File: config.mk
export PLATFORM = sky130hd
export DESIGN_NAME = ctrl_pipe_flat
export DESIGN_NICKNAME = d
export VERILOG_FILES = /design/src/rtl/ctrl_pkg.sv /design/src/rtl/ctrl_pipe_if.sv /design/src/rtl/ctrl_decode.sv /design/src/rtl/ctrl_pipe.sv /design/src/flat_wrapper.sv
export SDC_FILE = /design/constraint.sdc
export NUM_CORES = 1
export LEC_CHECK = 0
export BUFFER_PORTS_ARGS = -buffer_cell sky130_fd_sc_hd__buf_2
export CAP_MARGIN = 20
export CORE_ASPECT_RATIO = 0.8
export CORE_MARGIN = 5
export CORE_UTILIZATION = 35
export CTS_BUF_LIST = sky130_fd_sc_hd__clkbuf_8
export CTS_CLUSTER_DIAMETER = 30
export DETAILED_ROUTE_END_ITERATION = 10
export GPL_TIMING_DRIVEN = 0
export SETUP_SLACK_MARGIN = 0.3
export SYNTH_ARGS = -nofsm -noshare
export SYNTH_HDL_FRONTEND = slang
export SYNTH_HIERARCHICAL = 1
export SYNTH_SLANG_ARGS = --single-unit
File: constraint.sdc
create_clock -name clk -period 2.8 [get_ports clk]
set_input_delay 0.28 -clock clk [delete_from_list [all_inputs] [get_ports clk]]
set_output_delay 0.28 -clock clk [all_outputs]
set_load 0.01 [all_outputs]
File: src/rtl/ctrl_pkg.sv
// Shared types and encodings for the WISC pipelined control unit.
package ctrl_pkg;

    localparam int STAGES = 3;  // ID/EX, EX/MEM, MEM/WB

    // Single opcodes (low 5 bits of instr[15:11])
    localparam logic [4:0] OP_HALT   = 5'b00000;
    localparam logic [4:0] OP_NOP    = 5'b00001;
    localparam logic [4:0] OP_SIIC   = 5'b00010;
    localparam logic [4:0] OP_RTI    = 5'b00011;
    localparam logic [4:0] OP_J      = 5'b00100;
    localparam logic [4:0] OP_JR     = 5'b00101;
    localparam logic [4:0] OP_JAL    = 5'b00110;
    localparam logic [4:0] OP_JALR   = 5'b00111;
    localparam logic [4:0] OP_ST     = 5'b10000;
    localparam logic [4:0] OP_LD     = 5'b10001;
    localparam logic [4:0] OP_SLBI   = 5'b10010;
    localparam logic [4:0] OP_STU    = 5'b10011;
    localparam logic [4:0] OP_LBI    = 5'b11000;
    localparam logic [4:0] OP_BTR    = 5'b11001;
    localparam logic [4:0] OP_RSHIFT = 5'b11010;  // ROL/SLL/ROR/SRL, funct picks
    localparam logic [4:0] OP_RARITH = 5'b11011;  // ADD/SUB/XOR/ANDN, funct picks

    // Four-opcode groups, keyed by op[4:2]; op[1:0] selects within the group
    localparam logic [2:0] GRP_IARITH = 3'b010;  // ADDI SUBI XORI ANDNI
    localparam logic [2:0] GRP_BR     = 3'b011;  // BEQZ BNEZ BLTZ BGEZ
    localparam logic [2:0] GRP_ISHIFT = 3'b101;  // ROLI SLLI RORI SRLI
    localparam logic [2:0] GRP_SET    = 3'b111;  // SEQ SLT SLE SCO

    // ALU encodings; group prefixes take op[1:0] as the low bits
    localparam logic [3:0] ALU_PASSB = 4'b0000;
    localparam logic [3:0] ALU_SLBI  = 4'b0001;
    localparam logic [3:0] ALU_BTR   = 4'b0010;
    localparam logic [1:0] ALU_SET   = 2'b01;
    localparam logic [1:0] ALU_SHIFT = 2'b10;
    localparam logic [1:0] ALU_ARITH = 2'b11;
    localparam logic [3:0] ALU_SHL   = 4'b1000;  // shift group base (R-type uses funct)
    localparam logic [3:0] ALU_ADD   = 4'b1100;  // arith group base (R-type uses funct)
    localparam logic [3:0] ALU_BR    = 4'b1101;

    // Destination register select and writeback source
    localparam logic [1:0] RD_RD = 2'b00;
    localparam logic [1:0] RD_RT = 2'b01;
    localparam logic [1:0] RD_RS = 2'b10;
    localparam logic [1:0] RD_R7 = 2'b11;
    localparam logic [1:0] WB_ALU = 2'b00;
    localparam logic [1:0] WB_MEM = 2'b01;
    localparam logic [1:0] WB_PC  = 2'b10;

    typedef struct packed {
        logic [1:0] reg_dst;
        logic [3:0] alu_op;
        logic [1:0] mem_to_reg;
        logic [1:0] br_cond;
        logic       alu_src;
        logic       sign_alu;
        logic       jump;
        logic       branch;
        logic       mem_read;
        logic       mem_write;
        logic       reg_write;
        logic       is_halt;
        logic       is_siic;
        logic       is_rti;
        logic       illegal;
    } ctrl_t;

    localparam int CTRL_W = $bits(ctrl_t);

    typedef enum logic [1:0] {RUN, DRAIN, HALTED} state_t;

    // Instructions that stop the core once they retire
    function automatic logic is_stop(ctrl_t c);
        return c.is_halt | c.illegal;
    endfunction

endpackage

File: src/rtl/ctrl_pipe_if.sv
// Front-end / datapath bus of the control pipe.
interface ctrl_pipe_if #(parameter int OP_W = 5);
    import ctrl_pkg::*;

    logic [OP_W-1:0] id_op;
    logic            id_valid;
    logic            stall;
    logic            flush;
    logic            fetch_en;
    ctrl_t           ex_ctrl;
    ctrl_t           mem_ctrl;
    ctrl_t           wb_ctrl;
    logic            ex_v;
    logic            mem_v;
    logic            wb_v;

    // Fetch/decode and hazard logic side
    modport master (
        output id_op, id_valid, stall, flush,
        input  fetch_en, ex_ctrl, mem_ctrl, wb_ctrl, ex_v, mem_v, wb_v
    );

    // Control unit side
    modport slave (
        input  id_op, id_valid, stall, flush,
        output fetch_en, ex_ctrl, mem_ctrl, wb_ctrl, ex_v, mem_v, wb_v
    );
endinterface

File: src/rtl/ctrl_decode.sv
// Combinational WISC opcode -> control word decoder.
module ctrl_decode
    import ctrl_pkg::*;
#(
    parameter int OP_W   = 5,
    parameter bit EXC_EN = 1'b1
) (
    input  logic [OP_W-1:0] op,
    output ctrl_t           ctrl
);
    logic [4:0] op5;
    logic       hi_bad;

    assign op5 = op[4:0];

    generate
        if (OP_W > 5) begin : g_hi
            assign hi_bad = |op[OP_W-1:5];
        end else begin : g_nohi
            assign hi_bad = 1'b0;
        end
    endgenerate

    // Every path starts from an all-zero word, so no X reaches the pipe.
    always_comb begin
        ctrl = '0;
        if (hi_bad) begin
            ctrl.illegal = 1'b1;
        end else begin
            case (op5)
                OP_HALT: ctrl.is_halt = 1'b1;
                OP_NOP:  ;
                OP_SIIC: ctrl.is_siic = EXC_EN;  // NOP when exceptions are off
                OP_RTI:  ctrl.is_rti  = EXC_EN;
                OP_J:    ctrl.jump    = 1'b1;
                OP_JR: begin
                    ctrl.jump    = 1'b1;
                    ctrl.alu_src = 1'b1;
                    ctrl.alu_op  = ALU_ADD;
                end
                OP_JAL: begin
                    ctrl.jump       = 1'b1;
                    ctrl.reg_write  = 1'b1;
                    ctrl.reg_dst    = RD_R7;
                    ctrl.mem_to_reg = WB_PC;
                end
                OP_JALR: begin
                    ctrl.jump       = 1'b1;
                    ctrl.alu_src    = 1'b1;
                    ctrl.alu_op     = ALU_ADD;
                    ctrl.reg_write  = 1'b1;
                    ctrl.reg_dst    = RD_R7;
                    ctrl.mem_to_reg = WB_PC;
                end
                OP_ST: begin
                    ctrl.alu_op    = ALU_ADD;
                    ctrl.sign_alu  = 1'b1;
                    ctrl.alu_src   = 1'b1;
                    ctrl.mem_write = 1'b1;
                end
                OP_LD: begin
                    ctrl.alu_op     = ALU_ADD;
                    ctrl.sign_alu   = 1'b1;
                    ctrl.alu_src    = 1'b1;
                    ctrl.mem_read   = 1'b1;
                    ctrl.reg_write  = 1'b1;
                    ctrl.reg_dst    = RD_RT;
                    ctrl.mem_to_reg = WB_MEM;
                end
                OP_STU: begin
                    // Store that also writes the updated address back to Rs
                    ctrl.alu_op    = ALU_ADD;
                    ctrl.sign_alu  = 1'b1;
                    ctrl.alu_src   = 1'b1;
                    ctrl.mem_write = 1'b1;
                    ctrl.reg_write = 1'b1;
                    ctrl.reg_dst   = RD_RS;
                end
                OP_SLBI: begin
                    ctrl.alu_op    = ALU_SLBI;
                    ctrl.alu_src   = 1'b1;
                    ctrl.reg_write = 1'b1;
                    ctrl.reg_dst   = RD_RS;
                end
                OP_LBI: begin
                    ctrl.alu_op    = ALU_PASSB;
                    ctrl.alu_src   = 1'b1;
                    ctrl.sign_alu  = 1'b1;
                    ctrl.reg_write = 1'b1;
                    ctrl.reg_dst   = RD_RS;
                end
                OP_BTR: begin
                    ctrl.alu_op    = ALU_BTR;
                    ctrl.reg_write = 1'b1;
                    ctrl.reg_dst   = RD_RD;
                end
                OP_RSHIFT: begin
                    ctrl.alu_op    = ALU_SHL;
                    ctrl.reg_write = 1'b1;
                    ctrl.reg_dst   = RD_RD;
                end
                OP_RARITH: begin
                    ctrl.alu_op    = ALU_ADD;
                    ctrl.reg_write = 1'b1;
                    ctrl.reg_dst   = RD_RD;
                end
                default: begin
                    case (op5[4:2])
                        GRP_IARITH: begin
                            ctrl.alu_op    = {ALU_ARITH, op5[1:0]};
                            ctrl.sign_alu  = 1'b1;
                            ctrl.alu_src   = 1'b1;
                            ctrl.reg_write = 1'b1;
                            ctrl.reg_dst   = RD_RT;
                        end
                        GRP_BR: begin
                            ctrl.branch  = 1'b1;
                            ctrl.alu_op  = ALU_BR;
                            ctrl.br_cond = op5[1:0];
                        end
                        GRP_ISHIFT: begin
                            ctrl.alu_op    = {ALU_SHIFT, op5[1:0]};
                            ctrl.alu_src   = 1'b1;
                            ctrl.reg_write = 1'b1;
                            ctrl.reg_dst   = RD_RT;
                        end
                        GRP_SET: begin
                            ctrl.alu_op    = {ALU_SET, op5[1:0]};
                            ctrl.reg_write = 1'b1;
                            ctrl.reg_dst   = RD_RD;
                        end
                        default: ctrl.illegal = 1'b1;
                    endcase
                end
            endcase
        end
    end
endmodule

File: src/rtl/ctrl_pipe.sv
// Pipelined control unit: decode in ID, carry control words to EX/MEM/WB,
// stall/flush handling, halt drain and SIIC/RTI exception tracking.
module ctrl_pipe
    import ctrl_pkg::*;
#(
    parameter int OP_W   = 5,
    parameter bit EXC_EN = 1'b1
) (
    input  logic         clk,
    input  logic         rst_n,
    ctrl_pipe_if.slave   bus,
    output logic         halt,
    output logic         err,
    output logic         exc,
    output logic         in_exc
);
    ctrl_t                dec;
    ctrl_t                entry;
    ctrl_t                wb;
    ctrl_t [STAGES:1]     stage_ctrl;
    logic  [STAGES:1]     vld_pipe;
    state_t               state, state_nx;
    logic                 accept;
    logic                 set_halt, set_err, set_exc, clr_exc;

    ctrl_decode #(.OP_W(OP_W), .EXC_EN(EXC_EN)) u_dec (
        .op   (bus.id_op),
        .ctrl (dec)
    );

    // Flush kills ID and stall holds it; either leaves a bubble in EX.
    always_comb begin
        accept = bus.id_valid & ~bus.stall & ~bus.flush & (state == RUN);
        entry  = accept ? dec : '0;
        wb     = stage_ctrl[STAGES];
    end

    // A HALT sitting in ID stops fetch at once so nothing younger follows it.
    always_comb begin
        bus.fetch_en = ~bus.stall & (state == RUN) & ~(bus.id_valid & dec.is_halt);
    end

    assign bus.ex_v     = vld_pipe[1];
    assign bus.mem_v    = vld_pipe[2];
    assign bus.wb_v     = vld_pipe[3];
    assign bus.ex_ctrl  = stage_ctrl[1];
    assign bus.mem_ctrl = stage_ctrl[2];
    assign bus.wb_ctrl  = stage_ctrl[3];

    // Stage registers advance every cycle; bubbles carry an all-zero word.
    always_ff @(posedge clk or negedge rst_n) begin
        if (!rst_n) begin
            vld_pipe   <= '0;
            stage_ctrl <= '0;
        end else begin
            vld_pipe   <= {vld_pipe[STAGES-1:1], accept};
            stage_ctrl <= {stage_ctrl[STAGES-1:1], entry};
        end
    end

    // State register
    always_ff @(posedge clk or negedge rst_n) begin
        if (!rst_n) state <= RUN;
        else        state <= state_nx;
    end

    // Next state plus sticky-flag set/clear strobes
    always_comb begin
        state_nx = state;
        set_halt = 1'b0;
        set_err  = 1'b0;
        set_exc  = 1'b0;
        clr_exc  = 1'b0;
        case (state)
            RUN: begin
                if (accept && is_stop(dec)) state_nx = DRAIN;
            end
            DRAIN: begin
                if (vld_pipe[3] && is_stop(wb)) begin
                    state_nx = HALTED;
                    set_halt = 1'b1;
                    set_err  = wb.illegal;
                end
            end
            default: ;
        endcase
        // Exceptions retire in WB; a nested SIIC is fatal and overrides the above.
        if (EXC_EN && state != HALTED && vld_pipe[3]) begin
            if (wb.is_siic) begin
                if (in_exc) begin
                    state_nx = HALTED;
                    set_halt = 1'b1;
                    set_err  = 1'b1;
                end else begin
                    set_exc = 1'b1;
                end
            end
            if (wb.is_rti) clr_exc = 1'b1;
        end
    end

    // Sticky status flags and the one-cycle exception pulse
    always_ff @(posedge clk or negedge rst_n) begin
        if (!rst_n) begin
            halt   <= 1'b0;
            err    <= 1'b0;
            exc    <= 1'b0;
            in_exc <= 1'b0;
        end else begin
            exc <= set_exc;
            if (set_halt) halt <= 1'b1;
            if (set_err)  err  <= 1'b1;
            if (set_exc)      in_exc <= 1'b1;
            else if (clr_exc) in_exc <= 1'b0;
        end
    end
endmodule

File: src/flat_wrapper.sv
// flat-port wrapper written by rule: the top's interface ports become plain ports
module ctrl_pipe_flat import ctrl_pkg::*;
#(
    parameter int OP_W   = 5,
    parameter bit EXC_EN = 1'b1
)
  (clk, rst_n, halt, err, exc, in_exc, bus_id_op, bus_id_valid, bus_stall, bus_flush, bus_fetch_en, bus_ex_ctrl, bus_mem_ctrl, bus_wb_ctrl, bus_ex_v, bus_mem_v, bus_wb_v);
  ctrl_pipe_if #(.OP_W(OP_W)) bus_i ();
  input  logic clk;
  input  logic rst_n;
  output logic halt;
  output logic err;
  output logic exc;
  output logic in_exc;
  input wire logic [$bits(bus_i.id_op)-1:0] bus_id_op;
  input wire logic [$bits(bus_i.id_valid)-1:0] bus_id_valid;
  input wire logic [$bits(bus_i.stall)-1:0] bus_stall;
  input wire logic [$bits(bus_i.flush)-1:0] bus_flush;
  output wire logic [$bits(bus_i.fetch_en)-1:0] bus_fetch_en;
  output wire logic [$bits(bus_i.ex_ctrl)-1:0] bus_ex_ctrl;
  output wire logic [$bits(bus_i.mem_ctrl)-1:0] bus_mem_ctrl;
  output wire logic [$bits(bus_i.wb_ctrl)-1:0] bus_wb_ctrl;
  output wire logic [$bits(bus_i.ex_v)-1:0] bus_ex_v;
  output wire logic [$bits(bus_i.mem_v)-1:0] bus_mem_v;
  output wire logic [$bits(bus_i.wb_v)-1:0] bus_wb_v;
  assign bus_i.id_op = bus_id_op;
  assign bus_i.id_valid = bus_id_valid;
  assign bus_i.stall = bus_stall;
  assign bus_i.flush = bus_flush;
  assign bus_fetch_en = bus_i.fetch_en;
  assign bus_ex_ctrl = bus_i.ex_ctrl;
  assign bus_mem_ctrl = bus_i.mem_ctrl;
  assign bus_wb_ctrl = bus_i.wb_ctrl;
  assign bus_ex_v = bus_i.ex_v;
  assign bus_mem_v = bus_i.mem_v;
  assign bus_wb_v = bus_i.wb_v;
  ctrl_pipe #(.OP_W(OP_W), .EXC_EN(EXC_EN)) u_core (.clk(clk), .rst_n(rst_n), .bus(bus_i), .halt(halt), .err(err), .exc(exc), .in_exc(in_exc));
endmodule
# Word-level counts from Yosys, hierarchy flattened
# Index checks and enable logic that the tools add are counted.
# totals
reg_bits	72
word_cells	153
inputBits	10
out_inout_bits	71
# op_classes
n_mux	47
eq_ne	21
n_bitwise	11
reduce_logical	23
# op_table
operator	count
$eq 5x5->1 const B	8
$mux 1	31
$mux 21	1
$reduce_or 7->1	3
$eq 5x3->1 const B	4
$pmux 4 s5	1
$reduce_or 9->1	2
$pmux 4 s4	1
$reduce_or 16->1	1
$mux 2	7
$reduce_or 12->1	1
$reduce_or 4->1	3
$eq 5x2->1 const B	2
$reduce_or 10->1	1
$pmux 2 s2	2
$pmux 2 s4	1
$and 1x1->1	6
$eq 3x2->1 const B	2
$eq 3x3->1 const B	2
$pmux 1 s2	3
$reduce_or 2->1	3
$reduce_or 3->1	2
$reduce_or 6->1	1
$eq 5x1->1 const B	1
8 further kinds	13

# Logic depth before layout (Yosys ltp)
# Gate-level depths: netlist (run 1).
# depth
ltp_word	11
depth_mapped	7
depth_no_buf	6

# Hierarchy
# Netlist (run 1), hierarchy kept.
# modules_own_cells
mod	cells_each	area_per_inst_um2	n_inst
ctrl_pipe	120	2098.3	1
ctrl_decode	63	375.4	1

# Least setup slack after synthesis (run 1)
# No wires, ideal clock.
# synth_path
kind	input port to output port
startpoint	input port bus_id_op[3]
endpoint	output port bus_fetch_en
slack_ps	1166
t_arrival_ps	1354
stages	5
path_buffers	1
required_ps	2520
cell_sequence	buf_2 nor2_1 nand2_1 nor3_1 a2111oi_0
# synth_lines
element	line	text
from (decl)	flat_wrapper.sv:15	input wire logic [$bits(bus_i.id_op)-1:0] bus_id_op;
to (decl)	flat_wrapper.sv:19	output wire logic [$bits(bus_i.fetch_en)-1:0] bus_fetch_en;

# Worst setup path in the final report (run 1)
# layout_path
startpoint	register u_core.state[1]
endpoint	output port bus_fetch_en
# layout_via
elab_chain_len	3
# layout_rtl
element	line	text
from (decl)	ctrl_pipe.sv:22	state_t state, state_nx;
from (signal assigned)	ctrl_pipe.sv:64	else state <= state_nx;
$logic_not 2->1	ctrl_pipe.sv:40	bus.fetch_en = ~bus.stall & (state == RUN) & ~(bus.id_valid & dec.is_halt);
$and 1x1->1 (2 in a row)	ctrl_pipe.sv:40	
# Every way passes these cells.

==> impl_metrics.tcl, run 1 <==
set metrics [dict create \
    status "finished clean" \
    syn_area_sq_mm 0.002474 \
    cts_resized 0 \
    crit_type "register to primary output" \
    period_share_pct 61.44 \
    max_stage_delay_ns 0.47 \
    synth.distinct_cells 39 \
    diodes 0 \
    clk_path_buf_depth 2 \
    dr.pass1.iters 4 \
    p_leak_nw 1.807 \
    synth_edf_count 0 \
    synthCells 183 \
    pre_cts_ws_ns 1.037 \
    power.density_mw_per_mm2 602.1 \
    min_path_type "input pin to asynchronous set/reset pin" \
    root_buffer "clkbuf_8" \
    worstPathRequired_ns 2.52 \
    worst-r2r-cell-count 3 \
    fin_skew_ns 0.005863 \
    grt.overflow.total 0 \
    antenna_found_initial 0 \
    num_vias 1621 \
    yosysSeqAreaShare_pct 72.84 \
    die_y_microns 85.20 \
    final_nets 281 \
    clock_sinks 72 \
    finalSetupViolCount 0 \
    power.total_mw 1.908 \
    syn_to_final_growth_pct 28.07 \
    synth_warnings 6 \
    htreeDepth 3 \
    drive_above_1_share_pct 40.22 \
    avgRoutedWirePerCell_microns 13.63 \
    worstMarginPinSlew_ns 0.8710 \
    final_area_sq_mm 0.003168 \
    syn_avg_cell_area_sq_um 13.52 \
    relSlewSlack_pct 41.94 \
    grtUsageTotal_pct 11.77 \
    critical-path-slowest-cell "dfrtp_1" \
    dp_cells 347 \
    rows 27 \
    portBuffers 77 \
    drv_cap 0 \
    drt_iter0_drc 58 \
    finalMaxSlewViolations 0 \
    place_hpwl_mm 3.568 \
    fillers 660 \
    core_sq_mm 0.006892 \
    fin_ws_ns 1.080 \
    dpl_cell_area_sq_mm 0.002970 \
    routed_wl_mm 4.949 \
    gp_congestion 0.8259 \
    grt_setup_unrepaired "no" \
    tns_ns 0 \
    clk_latency_ns 0.33 \
    dieArea_sq_mm 0.008859 \
    post_cts_buffers 0 \
    ant_nets 0 \
    instances_no_fill 363 \
    hold_viol 0 \
    io_pins 81 \
    drt-vias-per-instance 4.466 \
    start_util_pct 35.89 \
    ys_seq_elements 72 \
    fin_crit_ns 1.720 \
    grt_pass1_vias 1678 \
    die_w_microns 104.0 \
    critPathBufInv 1 \
    path_depth 2 \
    numCtsBuffers 9 \
    path_cells "a2111oi_0, buf_2" \
    synthArstFlopShare_pct 100.0 \
    fmax_ghz 0.5813 \
    arrival_ns 1.44 \
    syn-num-nets 193 \
    grt_pass1_wl_mm 8.190 \
    clk_pin_slew_ns 0.07 \
    crit_family "flip-flops" \
    cts_tree "built" \
    drc_errors 0 \
    cts_hold_buf 0 \
    start_kind "register" \
    ys.flop_type "dfrtp_1" \
    grt_max_degree 73 \
    ir_worst_vdd_v 0.0002929 \
    cp-end-kind "primary output" \
    cp_max_fo 6 \
]
[state kept, by name (all words and copies together), names as in the netlist]
register,flops
u_core/bus.ex_ctrl,21
u_core/bus.mem_ctrl,21
u_core/bus.wb_ctrl,21
u_core/vld_pipe,3
u_core/state,2
u_core/err,1
u_core/exc,1
u_core/halt,1
u_core/in_exc,1
[layout by cell type, fill, tap and decap left out, types with 2 or more instances in the layout]
master / Yosys / final
o21ai_0: 7 / 7
buf_2: 8 / 84
nor2_1: 10 / 10
nor3_1: 4 / 4
buf_4: 3 / 4
clkinv_2: 0 / 2
dfrtp_1: 72 / 72
inv_1: 5 / 6
and2_1: 22 / 22
a21o_1: 2 / 2
inv_2: 2 / 2
nand2_1: 9 / 9
clkbuf_8: 0 / 10
nand2b_1: 4 / 4
a21oi_1: 5 / 5
o221ai_1: 2 / 2
nand3b_1: 4 / 4
[synth_stat cells (2+ instances only)]
library cell  instances  area share [%]
a21o_1                2            0.61
a21oi_1               5             1.0
and2_1               22             5.6
buf_2                 8             1.6
buf_4                 3            0.91
dfrtp_1              72              73
inv_1                 5            0.76
inv_2                 2            0.30
nand2_1               9             1.4
nand2b_1              4             1.0
nand3b_1              4             1.2
nor2_1               10             1.5
nor3_1                4            0.81
o21ai_0               7             1.4
o221ai_1              2            0.71
[cell type report]
cell class	instances	area, sq um	area share, %
Clock inverter	6	60.06	1.896
Clock buffer	10	137.6	4.344
Multi-Input combinational cell	92	571.8	18.05
Tap cell	87	108.9	3.436
Timing Repair Buffer	77	387.9	12.24
Sequential cell	72	1802	56.87
Buffer	12	73.82	2.330
Inverter	7	26.28	0.8294
[worst register-to-register path: cells and delay by family (launching register included)]
family             cells  cell delay, ns
DFF                    1            0.47
and+or+nand+nor        2            0.40
AOI/OAI and AO/OA      1            0.44
[cell families (layout without fill, tap and decap cells)]
group                  count (synthesis)  in the layout  synth area share [%]
flip-flops                            72             72                 72.84
AND/OR/NAND/NOR                       62             62                 14.87
XOR/XNOR                               1              1                0.3541
AO/OA/AOI/OAI                         27             27                 7.335
buffers and inverters                 19            112                 4.047
other                                  1              1                0.1516
multiplexers                           1              1                0.4047
[where the power goes]
group / total [mW] / internal, mW / switching [mW]
clock network: 0.785 / 0.431 / 0.355
logic: 0.0823 / 0.0280 / 0.0542
registers: 1.04 / 1.04 / 0.000340
total: 1.91 / 1.50 / 0.409
[worst paths after layout]
check	endpoint	slack [ns]	start
worst max-delay path	bus_fetch_en	1.08	u_core/state[1]
worst min-delay path	u_core/bus.wb_ctrl[4]	0.06	rst_n
worst max register to register	u_core/halt	1.43	u_core/state[1]
worst min register to register	u_core/bus.mem_ctrl[6]	0.37	u_core/bus.ex_ctrl[6]
max in group asynchronous	u_core/bus.mem_ctrl[19]	2.18	rst_n
min in group clk	u_core/state[0]	0.28	bus_stall
[through the flow]
step	utilization, %	hold WS (ns)
final	45.97	0.06427
after global routing	45.97	0.1224
after CTS	45.97	0.08557
after detailed placement	43.10	0.3556
after global placement	43.06	0.3522
after floorplan	-	-0.01559
[metal layers]
layer | GRT usage [%] | vias to the layer above | part of all wire [%]
met5 | 0 | - | 0
met4 | 4.235 | 0 | 1.4
met3 | 6.160 | 6 | 8.3
met2 | 17.42 | 57 | 46
met1 | 14.79 | 781 | 44
li1 | - | 777 | -
Power figures use the tool's default switching activity.
==> run 2, diff against run 1 <==
==> constraint.sdc (replaced) <==
create_clock -name clk -period 1.8 [get_ports clk]
set_input_delay 0.18 -clock clk [delete_from_list [all_inputs] [get_ports clk]]
set_output_delay 0.18 -clock clk [all_outputs]
set_load 0.01 [all_outputs]
==> run 2 against run 1 <==
Effect of this change:
- first-iteration DRC count rose by 1.7%
- sequential power increased by 56%
- worst hold slack better by 0.14 ns
- final area grew 2.2%
- clock power up 55%
- highest routed layer unchanged
==> impl_metrics.tcl, run 2 (synthesized netlist as in run 1, its figures left out) <==
set metrics [dict create \
    status "finished clean" \
    crit_type "register to register" \
    tns_ns 0 \
    diodes 0 \
    dieArea_sq_mm 0.008859 \
    start_util_pct 35.89 \
    grt_max_degree 73 \
    avgRoutedWirePerCell_microns 13.83 \
    ir_worst_vdd_v 0.0004553 \
    drv_cap 0 \
    num_vias 1643 \
    die_y_microns 85.20 \
    numCtsBuffers 9 \
    instances_no_fill 366 \
    drt-vias-per-instance 4.489 \
    min_path_type "input pin to register" \
    antenna_found_initial 0 \
    die_w_microns 104.0 \
    arrival_ns 1.67 \
    place_hpwl_mm 3.568 \
    cp-end-kind "register" \
    finalMaxSlewViolations 0 \
    syn_to_final_growth_pct 30.91 \
    fmax_ghz 0.7113 \
    clock_sinks 72 \
    drt_iter0_drc 59 \
    hold_viol 0 \
    drive_above_1_share_pct 42.65 \
    p_leak_nw 1.824 \
    fin_crit_ns 1.406 \
    gp_congestion 0.8259 \
    ant_nets 0 \
    htreeDepth 3 \
    grt_pass1_wl_mm 8.369 \
    clk_pin_slew_ns 0.07 \
    portBuffers 77 \
    clk_path_buf_depth 2 \
    core_sq_mm 0.006892 \
    start_kind "register" \
    mostFrequentLayoutCell "buf_2" \
    fin_skew_ns 0.006175 \
    final_util_pct 46.99 \
    final_nets 284 \
    root_buffer "clkbuf_8" \
    grtUsageTotal_pct 12.05 \
    finalSetupViolCount 0 \
    dr.pass1.iters 4 \
    period_share_pct 78.11 \
    dp_cells 347 \
    grt_pass1_vias 1717 \
    grt.overflow.total 0 \
    clk_latency_ns 0.33 \
    rrSetupSlack_ns 0.39 \
    rows 27 \
    power.density_mw_per_mm2 918.8 \
    worstMarginPinSlew_ns 0.8777 \
    grt_setup_unrepaired "no" \
    io_pins 81 \
    cp_max_fo 10 \
    drc_errors 0 \
    relSlewSlack_pct 41.49 \
    layout_common_cells "buf_2, dfrtp_1, and2_1" \
    routed_wl_mm 5.062 \
    cts_tree "built" \
    worstPathRequired_ns 2.06 \
]
-- run 2: cell count changes in the layout (fill, tap and decap cells not counted), sizes merged --
cell	change
buf	+1
clkbuf	+1
dlygate4sd3	+1
-- run 2: layout make-up --
class	count	area [sq um]
buffer	12	76.32
clock buffer	10	137.6
clock inverter	6	60.06
fill	651	3654
inverter	7	26.28
multi-input combinational	92	611.8
sequential	72	1804
tap	87	108.9
timing repair buffer	80	412.9
-- run 2: critical path, stage by stage (launching register included) --
cell and delay, ns:
dfrtp_2 0.44, buf_4 0.18, nor4_4 0.33, buf_2 0.24, and2_1 0.15
-- run 2: routing by layer --
metal	up-vias	global-route usage, %	wire length (microns)
met3	6	6.160	388
li1	784	-	-
met2	53	17.94	2348
met1	800	15.18	2254
met4	0	4.235	70
met5	-	0	0
-- run 2: what timing repair did --
item / in CTS / in global routing
setup endpoints to repair: 1 / 5
hold buffers: 1 / 0
gates resized for setup: 6 / 4
endpoints found under the hold margin: 60 / 0
setup buffers: 2 / 0
pin swaps: 0 / 1
-- run 2: path summary, 6_finish.rpt --
| kind | startpoint | cells past startpoint | to |
|---|---|---|---|
| max | u_core/state[1] | 4 | u_core/bus.ex_ctrl[4] |
| min | bus_stall | 3 | u_core/state[0] |
| max reg2reg | u_core/state[1] | 4 | u_core/bus.ex_ctrl[4] |
| min reg2reg | u_core/bus.ex_ctrl[6] | 0 | u_core/bus.mem_ctrl[6] |
| max in group asynchronous | rst_n | 2 | u_core/state[1] |
| min in group asynchronous | rst_n | 2 | u_core/bus.wb_ctrl[4] |
-- run 2: stage by stage --
step / cell area, sq um / total power [mW] / worst slack, ns / hold WS [ns]
after global placement: 2968 / 1.776 / 0.1320 / 0.3522
after detailed placement: 2970 / 1.780 / 0.1371 / 0.3556
after CTS: 3219 / 3.031 / 0.3263 / 0.1909
after floorplan: 2474 / 1.722 / 0.3330 / -0.1156
final: 3238 / 2.975 / 0.3940 / 0.2063
after global routing: 3238 / 3.119 / 0.3064 / 0.2298
-- run 2: where the power goes --
part           total, mW  switching [mW]  leakage [nW]  internal, mW
sequential          1.62        0.000411         0.999          1.62
combinational      0.135          0.0884         0.722        0.0462
clock               1.22           0.553         0.103         0.670
total               2.98           0.642          1.82          2.33
==> run 3, diff against run 2 <==
==> constraint.sdc (replaced) <==
create_clock -name clk -period 1.4 [get_ports clk]
set_input_delay 0.14 -clock clk [delete_from_list [all_inputs] [get_ports clk]]
set_output_delay 0.14 -clock clk [all_outputs]
set_load 0.01 [all_outputs]
==> run 3 against run 2 <==
Effect of this change:
- the run now ends with negative hold slack left
- critical path depth fell by 2
- core utilization rose by 1.8 points
- wire length rose by 1.8%
- sequential power rose by 28%
- via count did not move
- critical endpoint is now bus_fetch_en
- highest routed layer unchanged
==> impl_metrics.tcl, run 3 (synthesized netlist as in run 1, its figures left out) <==
set metrics [dict create \
    die_y_microns 85.20 \
    drt_iter0_drc 112 \
    mostFrequentLayoutCell "buf_2" \
    grt.overflow.total 0 \
    path_cells "a2111oi_2, buf_2" \
    clk_path_buf_depth 2 \
    violations "negative hold slack" \
    die_w_microns 104.0 \
    avgRoutedWirePerCell_microns 13.85 \
    portBuffers 77 \
    status "complete, but fails checks" \
    sequentialPowerShare_pct 54.7 \
    cp_max_fo 3 \
    drive_above_1_share_pct 48.42 \
    fin_ws_ns 0.04252 \
    worstPathRequired_ns 1.26 \
    min_path_type "input pin to asynchronous set/reset pin" \
    antenna_found_initial 0 \
    max_stage_delay_ns 0.44 \
    clock_sinks 72 \
    fin_skew_ns 0.007935 \
    dpl_cell_area_sq_mm 0.003000 \
    layout_common_cells "buf_2, dfrtp_1, and2_1" \
    critPathBufInv 1 \
    drt-met1-wl_mm 2.358 \
    p_leak_nw 1.882 \
    clk_pin_slew_ns 0.07 \
    start_util_pct 35.89 \
    pre_cts_ws_ns -0.03621 \
    io_pins 81 \
    diodes 0 \
    fillers 630 \
    gp_congestion 0.7783 \
    maxUsedRoutingLayer "met4" \
    swShare_pct 21.45 \
    arrival_ns 1.22 \
    num_vias 1643 \
    cts_tree "built" \
    grt_max_degree 73 \
    rows 27 \
    drv_cap 0 \
    p_int_mw 2.989 \
    final_area_sq_mm 0.003361 \
    finalMaxSlewViolations 0 \
    hold_viol 72 \
    power.density_mw_per_mm2 1132 \
    relSlewSlack_pct 43.26 \
    place_hpwl_mm 3.542 \
    period_share_pct 96.96 \
    root_buffer "clkbuf_8" \
    drc_errors 0 \
    ir_worst_vdd_v 0.0004597 \
    finalSetupViolCount 0 \
    grt_pass1_wl_mm 8.825 \
    cp-end-kind "primary output" \
    ant_nets 0 \
    drt-vias-per-instance 4.417 \
    routed_wl_mm 5.152 \
    power.share.clock_pct 40.7 \
    dieArea_sq_mm 0.008859 \
    grt_pass1_vias 1739 \
    syn_to_final_growth_pct 35.86 \
    crit_type "register to primary output" \
    dr.pass1.iters 4 \
    final_nets 291 \
    fmax_ghz 0.7367 \
    power_switching_mw 0.8159 \
    grt_setup_unrepaired "yes" \
    fin_crit_ns 1.357 \
    grtUsageTotal_pct 12.44 \
    critical-path-slowest-cell "dfrtp_2" \
    dr_wl_met2_mm 2.471 \
    htreeDepth 3 \
    core_sq_mm 0.006892 \
    dp_cells 347 \
    start_kind "register" \
    clk_latency_ns 0.33 \
    worstMarginPinSlew_ns 0.8511 \
    instances_no_fill 372 \
    final_util_pct 48.77 \
    dr_wl_met3_microns 258 \
    crit_family "flip-flops" \
    p_comb_share_pct 4.6 \
    numCtsBuffers 9 \
    tns_ns 0 \
    rrSetupSlack_ns 0.05 \
    finalHoldWorstSlack_ns -0.1002 \
]
run 3: metrics by stage:
stage | hold slack (ns) | total power [mW]
2_1_floorplan | -0.1556 | 2.223
3_3_place_gp | 0.3532 | 2.292
3_5_place_dp | 0.3164 | 2.295
4_1_cts | -0.04781 | 3.853
5_1_grt | -0.004031 | 3.977
6_report | -0.1002 | 3.805
run 3: power groups by stage:
stage | logic (mW) | clock network [mW] | registers (mW)
2_1_floorplan | 0.102 | 0 | 2.12
3_3_place_gp | 0.172 | 0 | 2.12
3_5_place_dp | 0.174 | 0 | 2.12
4_1_cts | 0.177 | 1.60 | 2.08
5_1_grt | 0.200 | 1.70 | 2.08
6_report | 0.174 | 1.55 | 2.08
run 3: routing by layer:
layer	vias to the layer above	GRT usage, %
li1	800	-
met1	792	16.20
met2	44	19.50
met3	7	2.966
met4	0	6.353
met5	-	0
run 3: final timing paths:
check / from / endpoint / depth (start not counted)
max in group asynchronous: rst_n / u_core/state[1] / 1
min in group clk: bus_stall / u_core/state[0] / 3
setup / recovery: u_core/state[0] / bus_fetch_en / 2
hold reg to reg: u_core/bus.mem_ctrl[16] / u_core/bus.wb_ctrl[16] / 0
hold / removal: rst_n / u_core/bus.wb_ctrl[16] / 1
setup reg to reg: u_core/state[1] / u_core/bus.ex_ctrl[18] / 5
run 3: worst register-to-register path, delay by kind of cell (launching register included):
family / cells / cell delay, ns
buf+inv: 3 / 0.44
flops: 1 / 0.46
simple gates: 2 / 0.39
run 3: repair_timing:
item                       4_1_cts  5_1_grt
cloned                           1        0
setup endpoints to repair       25       27
hold endpoints to repair        72        2
pin swaps                        4        5
resized for setup               13       17
setup buffers                    7        2
run 3: final cells by class:
class	count	area, sq um	area share, %
plain buffers	12	102.6	3.053
clock buffers	10	137.6	4.095
clock inverters	5	48.80	1.452
inverters	7	28.78	0.8563
multi-input cells	92	651.9	19.40
flip-flops and latches	72	1804	53.69
well taps	87	108.9	3.239
repair buffers	87	478.0	14.22
